<file path="src/rtl/avg_frame_if.sv">
// Stream, frame-RAM and status signals of the vertical row-averaging sequencer.
// The master modport is the controller side; the slave modport is its environment.
interface avg_frame_if #(
  parameter int AW = 7
);
  logic          in_valid;
  logic [7:0]    in_data;
  logic          in_ready;
  logic          mem_we;
  logic [AW-1:0] mem_waddr;
  logic [7:0]    mem_wdata;
  logic          mem_re;
  logic [AW-1:0] mem_raddr_a;
  logic [AW-1:0] mem_raddr_b;
  logic [7:0]    mem_rdata_a;
  logic [7:0]    mem_rdata_b;
  logic          out_valid;
  logic [7:0]    out_data;
  logic          out_ready;
  logic          busy;
  logic          frame_done;

  modport master (
    input  in_valid, in_data, mem_rdata_a, mem_rdata_b, out_ready,
    output in_ready, mem_we, mem_waddr, mem_wdata, mem_re, mem_raddr_a, mem_raddr_b,
    output out_valid, out_data, busy, frame_done
  );

  modport slave (
    output in_valid, in_data, mem_rdata_a, mem_rdata_b, out_ready,
    input  in_ready, mem_we, mem_waddr, mem_wdata, mem_re, mem_raddr_a, mem_raddr_b,
    input  out_valid, out_data, busy, frame_done
  );
endinterface

</file>
<file path="src/rtl/avg_frame_ctrl.sv">
// Loads one ROWSxCOLS frame into external RAM, then streams averages of vertically adjacent pixels.
// Define AVG_FRAME_ROUND_EN for round-half-up averaging; default truncates.
module avg_frame_ctrl #(
  parameter int ROWS = 16,
  parameter int COLS = 8,
  parameter int AW   = 7
) (
  input  logic       clk,
  input  logic       reset,
  avg_frame_if.master bus
);

  localparam int NPIX = ROWS * COLS;
  localparam int NOUT = (ROWS - 1) * COLS;
  localparam int CW   = AW + 1;

  typedef enum logic [1:0] {IDLE, LOAD, EMIT, DONE} state_t;

  state_t          r_state;
  state_t          w_state_nxt;
  logic [CW-1:0]   r_wr_cnt;
  logic [CW-1:0]   r_rd_cnt;
  logic [CW-1:0]   w_raddr_b;
  logic            r_out_valid;
  logic            w_in_ready;
  logic            w_we;
  logic            w_re;
  logic            w_hs;

  function automatic logic [7:0] avg2(input logic [7:0] a, input logic [7:0] b);
    logic [8:0] sum;
`ifdef AVG_FRAME_ROUND_EN
    sum = {1'b0, a} + {1'b0, b} + 9'd1;
`else
    sum = {1'b0, a} + {1'b0, b};
`endif
    return sum[8:1];
  endfunction

  always_comb begin
    w_state_nxt = r_state;
    w_in_ready  = 1'b0;
    w_we        = 1'b0;
    w_re        = 1'b0;
    w_hs        = r_out_valid & bus.out_ready;
    case (r_state)
      IDLE: begin
        w_in_ready = 1'b1;
        w_we       = bus.in_valid;
        if (bus.in_valid) w_state_nxt = LOAD;
      end
      LOAD: begin
        w_in_ready = 1'b1;
        w_we       = bus.in_valid;
        if (bus.in_valid && r_wr_cnt == CW'(NPIX - 1)) w_state_nxt = EMIT;
      end
      EMIT: begin
        // A new read may only replace RAM data once the pending output is taken.
        w_re = (r_rd_cnt < CW'(NOUT)) && (!r_out_valid || bus.out_ready);
        if (w_hs && r_rd_cnt == CW'(NOUT)) w_state_nxt = DONE;
      end
      DONE: begin
        w_state_nxt = IDLE;
      end
      default: begin
        w_state_nxt = IDLE;
      end
    endcase
  end

  always_ff @(posedge clk) begin
    if (!reset) begin
      r_state     <= IDLE;
      r_wr_cnt    <= '0;
      r_rd_cnt    <= '0;
      r_out_valid <= 1'b0;
    end else begin
      r_state <= w_state_nxt;
      if (r_state == DONE) begin
        r_wr_cnt <= '0;
        r_rd_cnt <= '0;
      end else begin
        if (w_we) r_wr_cnt <= r_wr_cnt + CW'(1);
        if (w_re) r_rd_cnt <= r_rd_cnt + CW'(1);
      end
      if (w_re)      r_out_valid <= 1'b1;
      else if (w_hs) r_out_valid <= 1'b0;
    end
  end

  assign w_raddr_b       = r_rd_cnt + CW'(COLS);

  assign bus.in_ready    = w_in_ready;
  assign bus.mem_we      = w_we;
  assign bus.mem_waddr   = r_wr_cnt[AW-1:0];
  assign bus.mem_wdata   = bus.in_data;
  assign bus.mem_re      = w_re;
  assign bus.mem_raddr_a = r_rd_cnt[AW-1:0];
  assign bus.mem_raddr_b = w_raddr_b[AW-1:0];
  assign bus.out_valid   = r_out_valid;
  assign bus.out_data    = avg2(bus.mem_rdata_a, bus.mem_rdata_b);
  assign bus.busy        = (r_state != IDLE);
  assign bus.frame_done  = (r_state == DONE);

endmodule

</file>
<file path="src/flat_wrapper.sv">
// flat-port wrapper written by rule: the top's interface ports become plain ports
module avg_frame_ctrl_flat 
#(
  parameter int ROWS = 16,
  parameter int COLS = 8,
  parameter int AW   = 7
)
  (clk, reset, bus_in_valid, bus_in_data, bus_mem_rdata_a, bus_mem_rdata_b, bus_out_ready, bus_in_ready, bus_mem_we, bus_mem_waddr, bus_mem_wdata, bus_mem_re, bus_mem_raddr_a, bus_mem_raddr_b, bus_out_valid, bus_out_data, bus_busy, bus_frame_done);
  avg_frame_if #(.AW(AW)) bus_i ();
  input  logic clk;
  input  logic reset;
  input wire logic [$bits(bus_i.in_valid)-1:0] bus_in_valid;
  input wire logic [$bits(bus_i.in_data)-1:0] bus_in_data;
  input wire logic [$bits(bus_i.mem_rdata_a)-1:0] bus_mem_rdata_a;
  input wire logic [$bits(bus_i.mem_rdata_b)-1:0] bus_mem_rdata_b;
  input wire logic [$bits(bus_i.out_ready)-1:0] bus_out_ready;
  output wire logic [$bits(bus_i.in_ready)-1:0] bus_in_ready;
  output wire logic [$bits(bus_i.mem_we)-1:0] bus_mem_we;
  output wire logic [$bits(bus_i.mem_waddr)-1:0] bus_mem_waddr;
  output wire logic [$bits(bus_i.mem_wdata)-1:0] bus_mem_wdata;
  output wire logic [$bits(bus_i.mem_re)-1:0] bus_mem_re;
  output wire logic [$bits(bus_i.mem_raddr_a)-1:0] bus_mem_raddr_a;
  output wire logic [$bits(bus_i.mem_raddr_b)-1:0] bus_mem_raddr_b;
  output wire logic [$bits(bus_i.out_valid)-1:0] bus_out_valid;
  output wire logic [$bits(bus_i.out_data)-1:0] bus_out_data;
  output wire logic [$bits(bus_i.busy)-1:0] bus_busy;
  output wire logic [$bits(bus_i.frame_done)-1:0] bus_frame_done;
  assign bus_i.in_valid = bus_in_valid;
  assign bus_i.in_data = bus_in_data;
  assign bus_i.mem_rdata_a = bus_mem_rdata_a;
  assign bus_i.mem_rdata_b = bus_mem_rdata_b;
  assign bus_i.out_ready = bus_out_ready;
  assign bus_in_ready = bus_i.in_ready;
  assign bus_mem_we = bus_i.mem_we;
  assign bus_mem_waddr = bus_i.mem_waddr;
  assign bus_mem_wdata = bus_i.mem_wdata;
  assign bus_mem_re = bus_i.mem_re;
  assign bus_mem_raddr_a = bus_i.mem_raddr_a;
  assign bus_mem_raddr_b = bus_i.mem_raddr_b;
  assign bus_out_valid = bus_i.out_valid;
  assign bus_out_data = bus_i.out_data;
  assign bus_busy = bus_i.busy;
  assign bus_frame_done = bus_i.frame_done;
  avg_frame_ctrl #(.ROWS(ROWS), .COLS(COLS), .AW(AW)) u_core (.clk(clk), .reset(reset), .bus(bus_i));
endmodule
</file>
<file path="config.mk">
export PLATFORM = sky130hd
export DESIGN_NAME = avg_frame_ctrl_flat
export DESIGN_NICKNAME = d
export VERILOG_FILES = /design/src/rtl/avg_frame_if.sv /design/src/rtl/avg_frame_ctrl.sv /design/src/flat_wrapper.sv
export SDC_FILE = /design/constraint.sdc
export NUM_CORES = 1
export LEC_CHECK = 0
export CAP_MARGIN = 0
export CELL_PAD_IN_SITES_DETAIL_PLACEMENT = 1
export CELL_PAD_IN_SITES_GLOBAL_PLACEMENT = 2
export CORE_MARGIN = 2
export CORE_UTILIZATION = 20
export CTS_CLUSTER_SIZE = 12
export DETAILED_ROUTE_END_ITERATION = 16
export PLACE_DENSITY_LB_ADDON = 0.1
export RECOVER_POWER = 100
export SLEW_MARGIN = 40
export SYNTH_ARGS = -nofsm -noshare
export SYNTH_HDL_FRONTEND = slang
export SYNTH_SLANG_ARGS = --single-unit
</file>
<file path="constraint.sdc">
create_clock -name clk -period 2.3 [get_ports clk]
set_clock_uncertainty 0.15 [all_clocks]
set_input_delay 0.46 -clock clk [delete_from_list [all_inputs] [get_ports clk]]
set_output_delay 0.46 -clock clk [all_outputs]
set_load 0.01 [all_outputs]
</file>
; ---- Yosys cells after proc, flatten, opt, wreduce, memory -nomap -nowiden
; Index checks and enable logic that the tools add are counted.
[classes]
add_sub_neg = 4
multipliers = 0
div_mod_pow = 0
n_lt_le_gt_ge = 1
eq_ne = 8
n_shift = 0
n_mux = 9
bitwise_logic = 2
n_reduce_logical = 11
[op_table]
columns = op, n
row1 = $add A8 B1 Y8 const B, 2
row2 = $eq A8 B7 Y1 const B, 2
row3 = $add A8 B8 Y9, 1
row4 = $lt A8 B7 Y1 const B, 1
row5 = $pmux W2 S4, 1
row6 = $add A7 B4 Y7 const B, 1
row7 = $mux W2, 3
row8 = $mux W1, 5
row9 = $eq A2 B2 Y1 const B, 2
row10 = $ne A2 B1 Y1 const B, 2
row11 = $reduce_bool A2 Y1, 2
row12 = $reduce_or A2 Y1, 2
row13 = $logic_and A1 B1 Y1, 3
row14 = $reduce_and A3 Y1, 1
row15 = $eq A2 B1 Y1 const B, 1
row16 = $logic_not A2 Y1, 1
row17 = $ne A2 B2 Y1 const B, 1
row18 = $and A1 B1 Y1, 1
row19 = $logic_not A1 Y1, 1
row20 = $logic_or A1 B1 Y1, 1
row21 = $not A1 Y1, 1
[totals]
ff_bits = 19
latchBits = 0
ram_bits = 0
mem_bits_ro = 0
in_bits = 28
output_inout_bits = 43
wordCells = 39
memories = 0

; ---- Longest topological paths before layout
[logic_depth]
depth_word = 5
ltp_mapped = 7
ltp_nobuf = 7

; ---- Least setup slack after synthesis
; Ideal clock, no wire load.
[synth_timing]
path_type = input port to output port
start = input bus_mem_rdata_b[0]
end = output bus_out_data[7]
t_arrival_ns = 1.786
t_required_ns = 1.690
setup_slack_ns = -0.096
stages = 6
n_path_buf = 0
path_cell_list = and2_1 fa_1 a21o_1 a21oi_2 o21ai_0 o41a_1
[synth_via]
elab_chain_cells = 1
[synth_rtl]
columns = element, line_no
row1 = start: declaration, flat_wrapper.sv:15  ; input wire logic [$bits(bus_i.mem_rdata_b)-1:0] bus_mem_rdata_b;
row2 = $add A8 B8 Y9, avg_frame_ctrl.sv:35  ; sum = {1'b0, a} + {1'b0, b};
row3 = end: declaration, flat_wrapper.sv:25  ; output wire logic [$bits(bus_i.out_data)-1:0] bus_out_data;
; Every way passes these cells.

; ---- Worst setup path in the final report
[layout_timing]
start = input bus_mem_rdata_a[0]
end = output bus_out_data[7]
[layout_via]
elab_chain_cells = 1
[layout_rtl]
columns = element, line_no
row1 = start: declaration, flat_wrapper.sv:14  ; input wire logic [$bits(bus_i.mem_rdata_a)-1:0] bus_mem_rdata_a;
row2 = $add A8 B8 Y9, avg_frame_ctrl.sv:35
; Every way passes these cells.

==> metrics.txt <==
routed len/inst approximately 13 um; Die X 90.2 um; unique cell type count in the Yosys netlist 40; gr usage total 10.5%; IO buf count 54; Post-Syn Area 1490 um^2; HPWL reported at the end of detailed placement 3340 um; Max VDD drop 0.262 mV; Final min period 2.51 ns; Startpoint Class input pin; Synth top area share 25.6%; vias in the first global route about 1.5k; worst skew pair latency 0.26 ns; leakage approximately 1.0 nW; initial antenna violation count 0; Boundary Pins 71; failing checks setup timing; slew margin rel. a little under three quarters; DP Worst Slack -1.05 ns; CTS clk-pin slew, worst paths 0.08 ns; Final Util 31.2%; Post-synth EDFFs 0; TritonCTS Sinks 19; most common cell in the netlist buf_4; Final nets ~280; syn_nets 223; synth top area cells dfxtp_1 (26%), buf_4 (13%), ha_1 (13%); HP Class flop to flop; Final Max Slew Viols 0; vias per cell approximately 4.2; First-pass DRT Iterations 3; Worst EP arrival 1.90 ns; clk buf depth 2; Inserted Diodes 0; yosys warns 0; final hold vios 0; largest area contributor in the netlist dfxtp_1; DRC 0; Critical Path Sink Type output pin; Initial Util 20.6%; core area 7210 um^2; CTS Hold Bufs 0; Final WS setup -0.212 ns; largest net degree at the start of global routing 17; max capacitance violation total 0; Hold Worst Slack 0.336 ns; Initial DRC Count 18; antenna-violating nets left 0; CTS Buf Count 3; first-pass GRT wire length 7140 um; Rows 31; Final period util 109%; CP Max Fanout 2; Seq/Total Area, Yosys 25.6%; actual slew at the worst max-slew pin 0.416 ns; Final setup violation count 4; f_max 398 MHz; gate count after technology mapping 179; Layout area overhead 51.4%; TritonCTS clock tree done; power per standard cell area 605 nW/um^2; fill count 861; status finished with violations; GP Congestion 0.707; RSZ-0062 raised after global routing yes; Yosys reg bits 19; H-tree levels 1; vias after detailed routing ~1.4k; top_reg_cell synth dfxtp_1; CTS root buf clkbuf_8; Die Y 90.2 um; Req. time, crit path 1.69 ns; remaining global-route overflow 0; Synth top cells by count buf_4 (25), dfxtp_1 (19), nor2_1 (18), ha_1 (15), inv_1 (12); Setup CP Type input pin to output pin; die area 8140 um^2; ys async rst share 0%; Total Wirelength 4410 um; share of layout cells above drive strength 1 25.1%; Mean Syn Cell Area 8.31 um^2
-- worst max-delay path: stages --
cell and delay, ns:
buf_6 0.09, and2_4 0.15, fa_2 0.34, a21o_1 0.17, a21oi_2 0.14, o21ai_1 0.10
o41a_1 0.30, buf_2 0.14
-- area by class of cell --
class                           instances  area, um^2  area share, %
Clock buffer                            4        45.0           2.00
Timing Repair Buffer                   75         642           28.5
Sequential cell                        19         385           17.1
Tap cell                               99         124           5.50
Multi-Input combinational cell        121        1010           44.9
Inverter                               12        45.0           2.00
-- where the power goes --
group | internal, mW | total [mW] | switching (mW)
combinational | 0.356 | 0.699 | 0.344
clock | 0.123 | 0.240 | 0.117
sequential | 0.374 | 0.425 | 0.0503
-- layer usage --
| layer | vias up | global-route usage, % | wire length (um) |
|---|---|---|---|
| met5 | - | 0 | 0 |
| met4 | 0 | 1.28 | 15 |
| met3 | 2 | 2.93 | 196 |
| met2 | 33 | 19.3 | 2280 |
| met1 | 652 | 12.5 | 1920 |
| li1 | 689 | - | - |
-- worst paths after layout --
kind,from,end,slack [ns],cells past startpoint
worst min-delay path,u_core.r_state[1],u_core.r_state[1],0.34,2
worst max-delay path,bus_mem_rdata_a[0],bus_out_data[7],-0.21,8
worst min register to register,u_core.r_state[1],u_core.r_state[1],0.34,2
worst max register to register,u_core.r_state[0],u_core.r_wr_cnt[4],0.48,8
-- cells in the final DEF, fill, tap and decap left out, types with 6 or more instances in the layout --
cell           count
buf_2              6
buf_4             17
clkbuf_1           8
dfxtp_1           15
dlygate4sd2_1      9
dlygate4sd3_1     22
ha_1               8
ha_4               7
inv_1             12
nand2_1            9
nand4_1            6
nor2_1            18
xnor2_1            7
xor2_1             9
-- sequential cells by signal (all words and copies together) (netlist names) --
register / count
u_core.bus.out_valid: 1
u_core.r_rd_cnt: 8
u_core.r_state: 2
u_core.r_wr_cnt: 8
-- logic make-up after synthesis --
kind of cell,Yosys count,synth area share [%]
adder cells (fa/ha/maj),16,14.0
XOR/XNOR,17,10.0
AO/OA/AOI/OAI,22,10.8
buffers and inverters,39,16.1
AND/OR/NAND/NOR,64,22.1
flip-flops,19,25.6
multiplexers,2,1.35
-- repair_timing --
action,in CTS,in global routing
resized for setup,80,22
pin swaps,19,13
setup endpoints to repair,12,9
buffers inserted,5,3
-- stage by stage --
stage	TNS [ns]	instances	power [mW]	cell area, um^2
floorplan	-0.0748	179	0.838	1490
global placement	-5.94	318	1.15	2060
detailed placement	-6.16	318	1.17	2060
CTS	-0.961	327	1.43	2210
global route	-0.812	330	1.47	2250
finish	-0.580	330	1.36	2250
No activity file was read; power rests on OpenSTA's default activity.
